**src/rtl/irq_ctrl_pkg.sv**
```systemverilog
// Shared types and constants for the interrupt controller.
// IRQ_CTRL_ROTATE_EN selects round-robin instead of fixed priority.
package irq_ctrl_pkg;

  typedef enum logic {
    IDLE,
    WAIT_ACK
  } state_e;

  localparam int NSRC_MAX = 8;
  localparam int VW       = 3;

endpackage

```
**src/rtl/irq_ctrl_if.sv**
```systemverilog
// CPU-side request/acknowledge bundle of the interrupt controller.
// Shared by irq_ctrl (slave) and its driver (master).
interface irq_ctrl_if #(
  parameter int NSRC = 8
);
  import irq_ctrl_pkg::*;

  logic [NSRC-1:0] irq_req;
  logic [NSRC-1:0] mask;
  logic            ack;
  logic            ovr_clr;
  logic            intr;
  logic [VW-1:0]   vect;
  logic            busy;
  logic [NSRC-1:0] pending;
  logic [NSRC-1:0] overrun;

  modport master (
    output irq_req, mask, ack, ovr_clr,
    input  intr, vect, busy, pending, overrun
  );

  modport slave (
    input  irq_req, mask, ack, ovr_clr,
    output intr, vect, busy, pending, overrun
  );

endinterface

```
**src/rtl/irq_prio_enc.sv**
```systemverilog
// Find-first-set over N request bits, searching upward from ptr_i
// and wrapping at N; idx_o is meaningful only when vld_o is 1.
module irq_prio_enc
  import irq_ctrl_pkg::*;
#(
  parameter int N = 8
) (
  input  logic [N-1:0]  req_i,
  input  logic [VW-1:0] ptr_i,
  output logic [VW-1:0] idx_o,
  output logic          vld_o
);

  logic [NSRC_MAX-1:0] req_x;
  logic [VW-1:0]       idx;
  logic [VW-1:0]       cur;
  logic                vld;

  assign req_x = NSRC_MAX'(req_i);

  always_comb begin
    idx = '0;
    vld = 1'b0;
    cur = '0;
    for (int k = 0; k < N; k++) begin
      if (int'(ptr_i) + k >= N) begin
        cur = VW'(int'(ptr_i) + k - N);
      end else begin
        cur = VW'(int'(ptr_i) + k);
      end
      if (!vld && req_x[cur]) begin
        vld = 1'b1;
        idx = cur;
      end
    end
  end

  assign idx_o = idx;
  assign vld_o = vld;

endmodule

```
**src/rtl/irq_ctrl.sv**
```systemverilog
// Interrupt controller: latches masked request pulses, dispatches one at a
// time as an intr toggle, waits for ack. IRQ_CTRL_ROTATE_EN: round-robin.
module irq_ctrl
  import irq_ctrl_pkg::*;
#(
  parameter int NSRC = 8
) (
  input logic        clock,
  input logic        reset,
  irq_ctrl_if.slave  bus
);

  state_e          state_q, state_d;
  logic            intr_q, intr_d;
  logic [VW-1:0]   vect_q, vect_d;
  logic [NSRC-1:0] pend_q, pend_d;
  logic [NSRC-1:0] ovr_q, ovr_d;

  logic [NSRC-1:0] req_v;
  logic [NSRC-1:0] cand;
  logic [NSRC-1:0] win_oh;
  logic [VW-1:0]   ptr;
  logic [VW-1:0]   win;
  logic            win_vld;
  logic            disp;

  assign req_v = bus.irq_req & bus.mask;
  assign cand  = pend_q & bus.mask;

  irq_prio_enc #(
    .N (NSRC)
  ) u_enc (
    .req_i (cand),
    .ptr_i (ptr),
    .idx_o (win),
    .vld_o (win_vld)
  );

`ifdef IRQ_CTRL_ROTATE_EN
  logic [VW-1:0] ptr_q, ptr_d;

  always_comb begin
    ptr_d = ptr_q;
    if (disp) begin
      ptr_d = (win == VW'(NSRC - 1)) ? '0 : win + VW'(1);
    end
  end

  always_ff @(posedge clock) begin
    if (reset) ptr_q <= '0;
    else       ptr_q <= ptr_d;
  end

  assign ptr = ptr_q;
`else
  assign ptr = '0;
`endif

  always_comb begin
    state_d = state_q;
    intr_d  = intr_q;
    vect_d  = vect_q;
    disp    = 1'b0;
    unique case (state_q)
      IDLE: begin
        if (win_vld) begin
          disp    = 1'b1;
          state_d = WAIT_ACK;
          intr_d  = ~intr_q;
          vect_d  = win;
        end
      end
      WAIT_ACK: begin
        if (bus.ack) state_d = IDLE;
      end
      default: state_d = IDLE;
    endcase
  end

  // A request landing on the winner's dispatch edge re-arms it cleanly.
  assign win_oh = disp ? (NSRC'(1) << win) : '0;
  assign pend_d = (cand & ~win_oh) | req_v;
  assign ovr_d  = (bus.ovr_clr ? '0 : ovr_q)
                | (req_v & pend_q & ~win_oh);

  always_ff @(posedge clock) begin
    if (reset) begin
      state_q <= IDLE;
      intr_q  <= 1'b0;
      vect_q  <= '0;
      pend_q  <= '0;
      ovr_q   <= '0;
    end else begin
      state_q <= state_d;
      intr_q  <= intr_d;
      vect_q  <= vect_d;
      pend_q  <= pend_d;
      ovr_q   <= ovr_d;
    end
  end

  assign bus.intr    = intr_q;
  assign bus.vect    = vect_q;
  assign bus.busy    = (state_q == WAIT_ACK);
  assign bus.pending = pend_q;
  assign bus.overrun = ovr_q;

endmodule

```
**src/flat_wrapper.sv**
```systemverilog
// flat-port wrapper written by rule: the top's interface ports become plain ports
module irq_ctrl_flat import irq_ctrl_pkg::*;
#(
  parameter int NSRC = 8
)
  (clock, reset, bus_irq_req, bus_mask, bus_ack, bus_ovr_clr, bus_intr, bus_vect, bus_busy, bus_pending, bus_overrun);
  irq_ctrl_if #(.NSRC(NSRC)) bus_i ();
  input logic clock;
  input logic reset;
  input wire logic [$bits(bus_i.irq_req)-1:0] bus_irq_req;
  input wire logic [$bits(bus_i.mask)-1:0] bus_mask;
  input wire logic [$bits(bus_i.ack)-1:0] bus_ack;
  input wire logic [$bits(bus_i.ovr_clr)-1:0] bus_ovr_clr;
  output wire logic [$bits(bus_i.intr)-1:0] bus_intr;
  output wire logic [$bits(bus_i.vect)-1:0] bus_vect;
  output wire logic [$bits(bus_i.busy)-1:0] bus_busy;
  output wire logic [$bits(bus_i.pending)-1:0] bus_pending;
  output wire logic [$bits(bus_i.overrun)-1:0] bus_overrun;
  assign bus_i.irq_req = bus_irq_req;
  assign bus_i.mask = bus_mask;
  assign bus_i.ack = bus_ack;
  assign bus_i.ovr_clr = bus_ovr_clr;
  assign bus_intr = bus_i.intr;
  assign bus_vect = bus_i.vect;
  assign bus_busy = bus_i.busy;
  assign bus_pending = bus_i.pending;
  assign bus_overrun = bus_i.overrun;
  irq_ctrl #(.NSRC(NSRC)) u_core (.clock(clock), .reset(reset), .bus(bus_i));
endmodule
```
**config.mk**
```make
export PLATFORM = sky130hd
export DESIGN_NAME = irq_ctrl_flat
export DESIGN_NICKNAME = d
export VERILOG_FILES = /design/src/rtl/irq_ctrl_pkg.sv /design/src/rtl/irq_ctrl_if.sv /design/src/rtl/irq_prio_enc.sv /design/src/rtl/irq_ctrl.sv /design/src/flat_wrapper.sv
export SDC_FILE = /design/constraint.sdc
export NUM_CORES = 1
export LEC_CHECK = 0
export BUFFER_PORTS_ARGS = -buffer_cell sky130_fd_sc_hd__buf_4
export CAP_MARGIN = 30
export CORE_UTILIZATION = 42
export DETAILED_ROUTE_END_ITERATION = 8
export PLACE_DENSITY = 0.68
export SLEW_MARGIN = 20
export SYNTH_ARGS = -nofsm -noshare
export SYNTH_HDL_FRONTEND = slang
export SYNTH_SLANG_ARGS = --single-unit
export TNS_END_PERCENT = 5
```
**constraint.sdc**
```tcl
create_clock -name clock -period 3.9 [get_ports clock]
set_clock_uncertainty 0.1 [all_clocks]
set_input_delay 0 -clock clock [delete_from_list [all_inputs] [get_ports clock]]
set_output_delay 0 -clock clock [all_outputs]
set_load 0.02 [all_outputs]
```
==> parameters.txt <==
Parameter                              Value

Run status
  Result of the run    finished, final reports clean

Setup path
  Startpoint class of the critical path    input port
  Setup crit start    reset
  Crit Path Max Fanout    21
  Element type at the critical path end    flip-flop
  Required time of the worst setup path    4.01 ns
  Startpoint of the worst register-to-register path    u_core.bus.busy$_SDFF_PP0_
  Signal arrival time at the worst endpoint    2.29 ns
  Setup CP Type    input port to flip-flop

Clock tree
  Depth of the CTS H-tree    1
  Number of buffers added to fix hold violations after cts    31
  Clk Tree Root Cell    sky130_fd_sc_hd__clkbuf_4
  Cts bufs inserted    3
  Max Root-Sink Buffers    2
  CTS clk-pin slew, worst paths    0.13 ns
  Setup bufs post-CTS    0
  Clock latency on the worst-skew pair    0.31 ns
  Clock tree from TritonCTS    done
  Clock sinks    21
  Cells resized by post-CTS repair    0

Finish
  Filler Cell Count    186
  Final non-filler cell total    approximately 220
  Ratio of cells with drive above 1 in the final layout    28.3%
  Final net count    208
  Antenna diode instance count    0
  Area grow syn2layout    66.9%
  Final standard cell area without fillers    between 1500 and 2000 sq um

Power and ir drop
  Clock power share    22.3%
  Leak pwr    0.712 nW
  Internal portion of total power    0.000337 W
  Proportion of power drawn by flip-flops and latches    48.7%
  Switching part of the total power    31.3%
  Switching power    0.000154 W
  Logic gate share of total power    29.0%
  Power per unit of standard cell area    297 nW/um^2
  Worst IR Drop VDD    0.211 mV

Place
  RePlAce Congestion    0.843
  Placed instance area    1310 sq um
  Placed cell count    180
  HPWL after DPL    1.94 mm
  Port Buf Inserts    40

STA
  Remaining max-slew budget at the tightest pin    about three quarters
  Count of final hold-check violations    0
  Achievable clock frequency    458 MHz
  Slew @ Worst Pin    between 0.3 and 0.4 ns
  Sum of negative setup slack    0 ns
  Setup repair after global routing missed its margin    false
  Max-slew violation count    0
  Shortest clock period the worst path allows after layout    2.18 ns
  Post-route fraction of the period consumed by the critical path    55.9%
  Number of failing setup endpoints in the final timing report    0

Global routing
  Pin count of the biggest net entering global routing    22
  Remaining global-route overflow    0
  Global-route wire length before repair    roughly 5.2 mm
  All-Layer GR Usage    27.3%
  Vias in the first global route    1188
  Number of antenna violations at the first check in global routing    0

Drt
  Number of iterations in the first detailed-routing pass    6
  WL final    3.24 mm
  Drt first-iter violations    38
  Routed wire length per instance    15.1 um
  Remaining number of nets flagged by the antenna check after routing    0
  Avg Vias per Cell    5.46
  Count of vias placed by the detailed router    between 1000 and 1500
  Residual DRC count    0

Synth
  Count of warnings emitted by yosys    0
  Number of flip-flops and latches in the synthesized netlist    21
  Library cells used by synthesis    36
  Share of the yosys chip area belonging to registers    42.5%
  Syn avg cell area    just under 9 sq um
  Combined area of all synthesized cells    990 sq um
  Synthesized instance count    114
  Syn nets    approximately 130

Die
  Std-Cell Core Area    2210 sq um
  Number of core rows    17
  Die width    approximately 51 um
  Area of the die    2550 sq um
  DIE HEIGHT    50.5 um
  Effective utilization at floorplan    44.7%
  Top-Level Pins    41

Hold path
  Startpoint of the worst hold path    bus_mask[2]
  Min-delay worst type    input port to flip-flop

Job
  Maximum Capacitance Violations    0
-- cell families after synthesis --
group           share of synthesized area (%)
flops                                    42.5
buf+inv                                  3.79
compound gates                           31.4
simple gates                             20.9
mux                                      1.52
-- metal layers --
metal | up-vias | global-route usage (%) | share of wire (%)
met1 | 553 | 32.9 | 44
met4 | 0 | 12.5 | 2.3
met3 | 8 | 2.73 | 3.8
li1 | 573 | - | -
met2 | 40 | 48.2 | 49
met5 | - | 0 | 0
-- registers in the layout, indices dropped and copies added, names as in the netlist --
signal              cells
u_core.bus.busy         1
u_core.bus.overrun      8
u_core.bus.vect         3
u_core.bus.pending      8
u_core.bus.intr         1
-- cells in the mapped netlist --
cell type | count | area share, %
sky130_fd_sc_hd__a211oi_1 | 1 | 0.76
sky130_fd_sc_hd__a21o_2 | 1 | 0.89
sky130_fd_sc_hd__a21oi_1 | 13 | 6.6
sky130_fd_sc_hd__a21oi_2 | 1 | 0.89
sky130_fd_sc_hd__a221oi_2 | 1 | 1.5
sky130_fd_sc_hd__a222oi_1 | 1 | 1.0
sky130_fd_sc_hd__a22o_1 | 1 | 0.89
sky130_fd_sc_hd__a22o_2 | 1 | 1.0
sky130_fd_sc_hd__a22oi_1 | 3 | 2.3
sky130_fd_sc_hd__a22oi_2 | 1 | 1.3
sky130_fd_sc_hd__a311oi_1 | 2 | 1.8
sky130_fd_sc_hd__a31o_2 | 1 | 0.89
sky130_fd_sc_hd__a31oi_1 | 2 | 1.3
sky130_fd_sc_hd__a32o_1 | 1 | 1.0
sky130_fd_sc_hd__a32oi_1 | 2 | 1.8
sky130_fd_sc_hd__and2_2 | 1 | 0.76
sky130_fd_sc_hd__and3_4 | 1 | 1.1
sky130_fd_sc_hd__buf_4 | 1 | 0.76
sky130_fd_sc_hd__clkbuf_1 | 1 | 0.38
sky130_fd_sc_hd__clkinv_1 | 1 | 0.38
sky130_fd_sc_hd__dfxtp_1 | 21 | 42
sky130_fd_sc_hd__inv_1 | 6 | 2.3
sky130_fd_sc_hd__mux2_4 | 1 | 1.5
sky130_fd_sc_hd__nand2_1 | 20 | 7.6
sky130_fd_sc_hd__nand2b_1 | 1 | 0.63
sky130_fd_sc_hd__nand3_1 | 1 | 0.51
sky130_fd_sc_hd__nand4_1 | 5 | 3.2
sky130_fd_sc_hd__nor2_1 | 4 | 1.5
sky130_fd_sc_hd__nor2b_1 | 4 | 2.5
sky130_fd_sc_hd__nor3b_1 | 4 | 3.0
sky130_fd_sc_hd__o2111ai_1 | 1 | 0.89
sky130_fd_sc_hd__o211ai_1 | 3 | 2.3
sky130_fd_sc_hd__o21a_1 | 3 | 2.3
sky130_fd_sc_hd__o21ai_0 | 1 | 0.51
sky130_fd_sc_hd__o21bai_1 | 1 | 0.76
sky130_fd_sc_hd__o32ai_1 | 1 | 0.89
-- cells in the final DEF (no fill, tap or decap), types with 4 or more instances in the layout --
cell type,count
sky130_fd_sc_hd__nand4_1,5
sky130_fd_sc_hd__inv_1,6
sky130_fd_sc_hd__nand2_1,20
sky130_fd_sc_hd__dlygate4sd3_1,31
sky130_fd_sc_hd__dfxtp_1,21
sky130_fd_sc_hd__a21oi_1,13
sky130_fd_sc_hd__buf_4,40
sky130_fd_sc_hd__nor3b_1,4
sky130_fd_sc_hd__nor2b_1,4
sky130_fd_sc_hd__nor2_1,4
-- area by class of cell --
class                      instances  area (sq um)  area share, %
clock buffer                       3          22.5           1.36
inverter                           7          26.3           1.59
sequential                        21           420           25.5
tap                               28          35.0           2.12
multi-input combinational         84           532           32.2
clock inverter                     1          5.00          0.303
timing repair buffer              71           611           37.0
-- worst max-delay path, cell delays in order --
cell and delay [ns]:
sky130_fd_sc_hd__dlygate4sd3_1 0.53, sky130_fd_sc_hd__buf_4 0.26, sky130_fd_sc_hd__inv_1 0.16, sky130_fd_sc_hd__o211ai_1 0.13, sky130_fd_sc_hd__dlygate4sd3_1 0.59, sky130_fd_sc_hd__a31oi_1 0.04
sky130_fd_sc_hd__dlygate4sd3_1 0.57
-- path summary, 6_finish.rpt --
kind                            depth (start not counted)  slack (ns)                               end
worst min register to register                          2        0.38   u_core.bus.vect[0]$_SDFFE_PP0P_
worst min-delay path                                    4       0.007  u_core.bus.pending[2]$_SDFF_PP0_
worst max register to register                          5        1.75  u_core.bus.pending[6]$_SDFF_PP0_
worst max-delay path                                    7        1.72  u_core.bus.pending[7]$_SDFF_PP0_
-- power by group through the flow --
stage               Combinational (W)  Clock [W]  Sequential (W)
global route                 0.000151   0.000120        0.000241
finish                       0.000142   0.000109        0.000239
global placement             0.000116          0        0.000242
detailed placement           0.000117          0        0.000243
floorplan                   0.0000523          0        0.000256
CTS                          0.000139   0.000108        0.000238
-- through the flow --
step	worst slack, ns	utilization (%)	total power [W]	hold slack [ns]
after floorplan	2.36	-	0.000308	0.00862
after global placement	2.37	59.4	0.000358	0.108
after detailed placement	2.36	59.4	0.000360	0.118
after CTS	1.79	74.7	0.000485	0.0191
after global routing	1.66	74.7	0.000512	0.00538
final	1.72	74.7	0.000490	0.00741
Power figures use the tool's default switching activity.
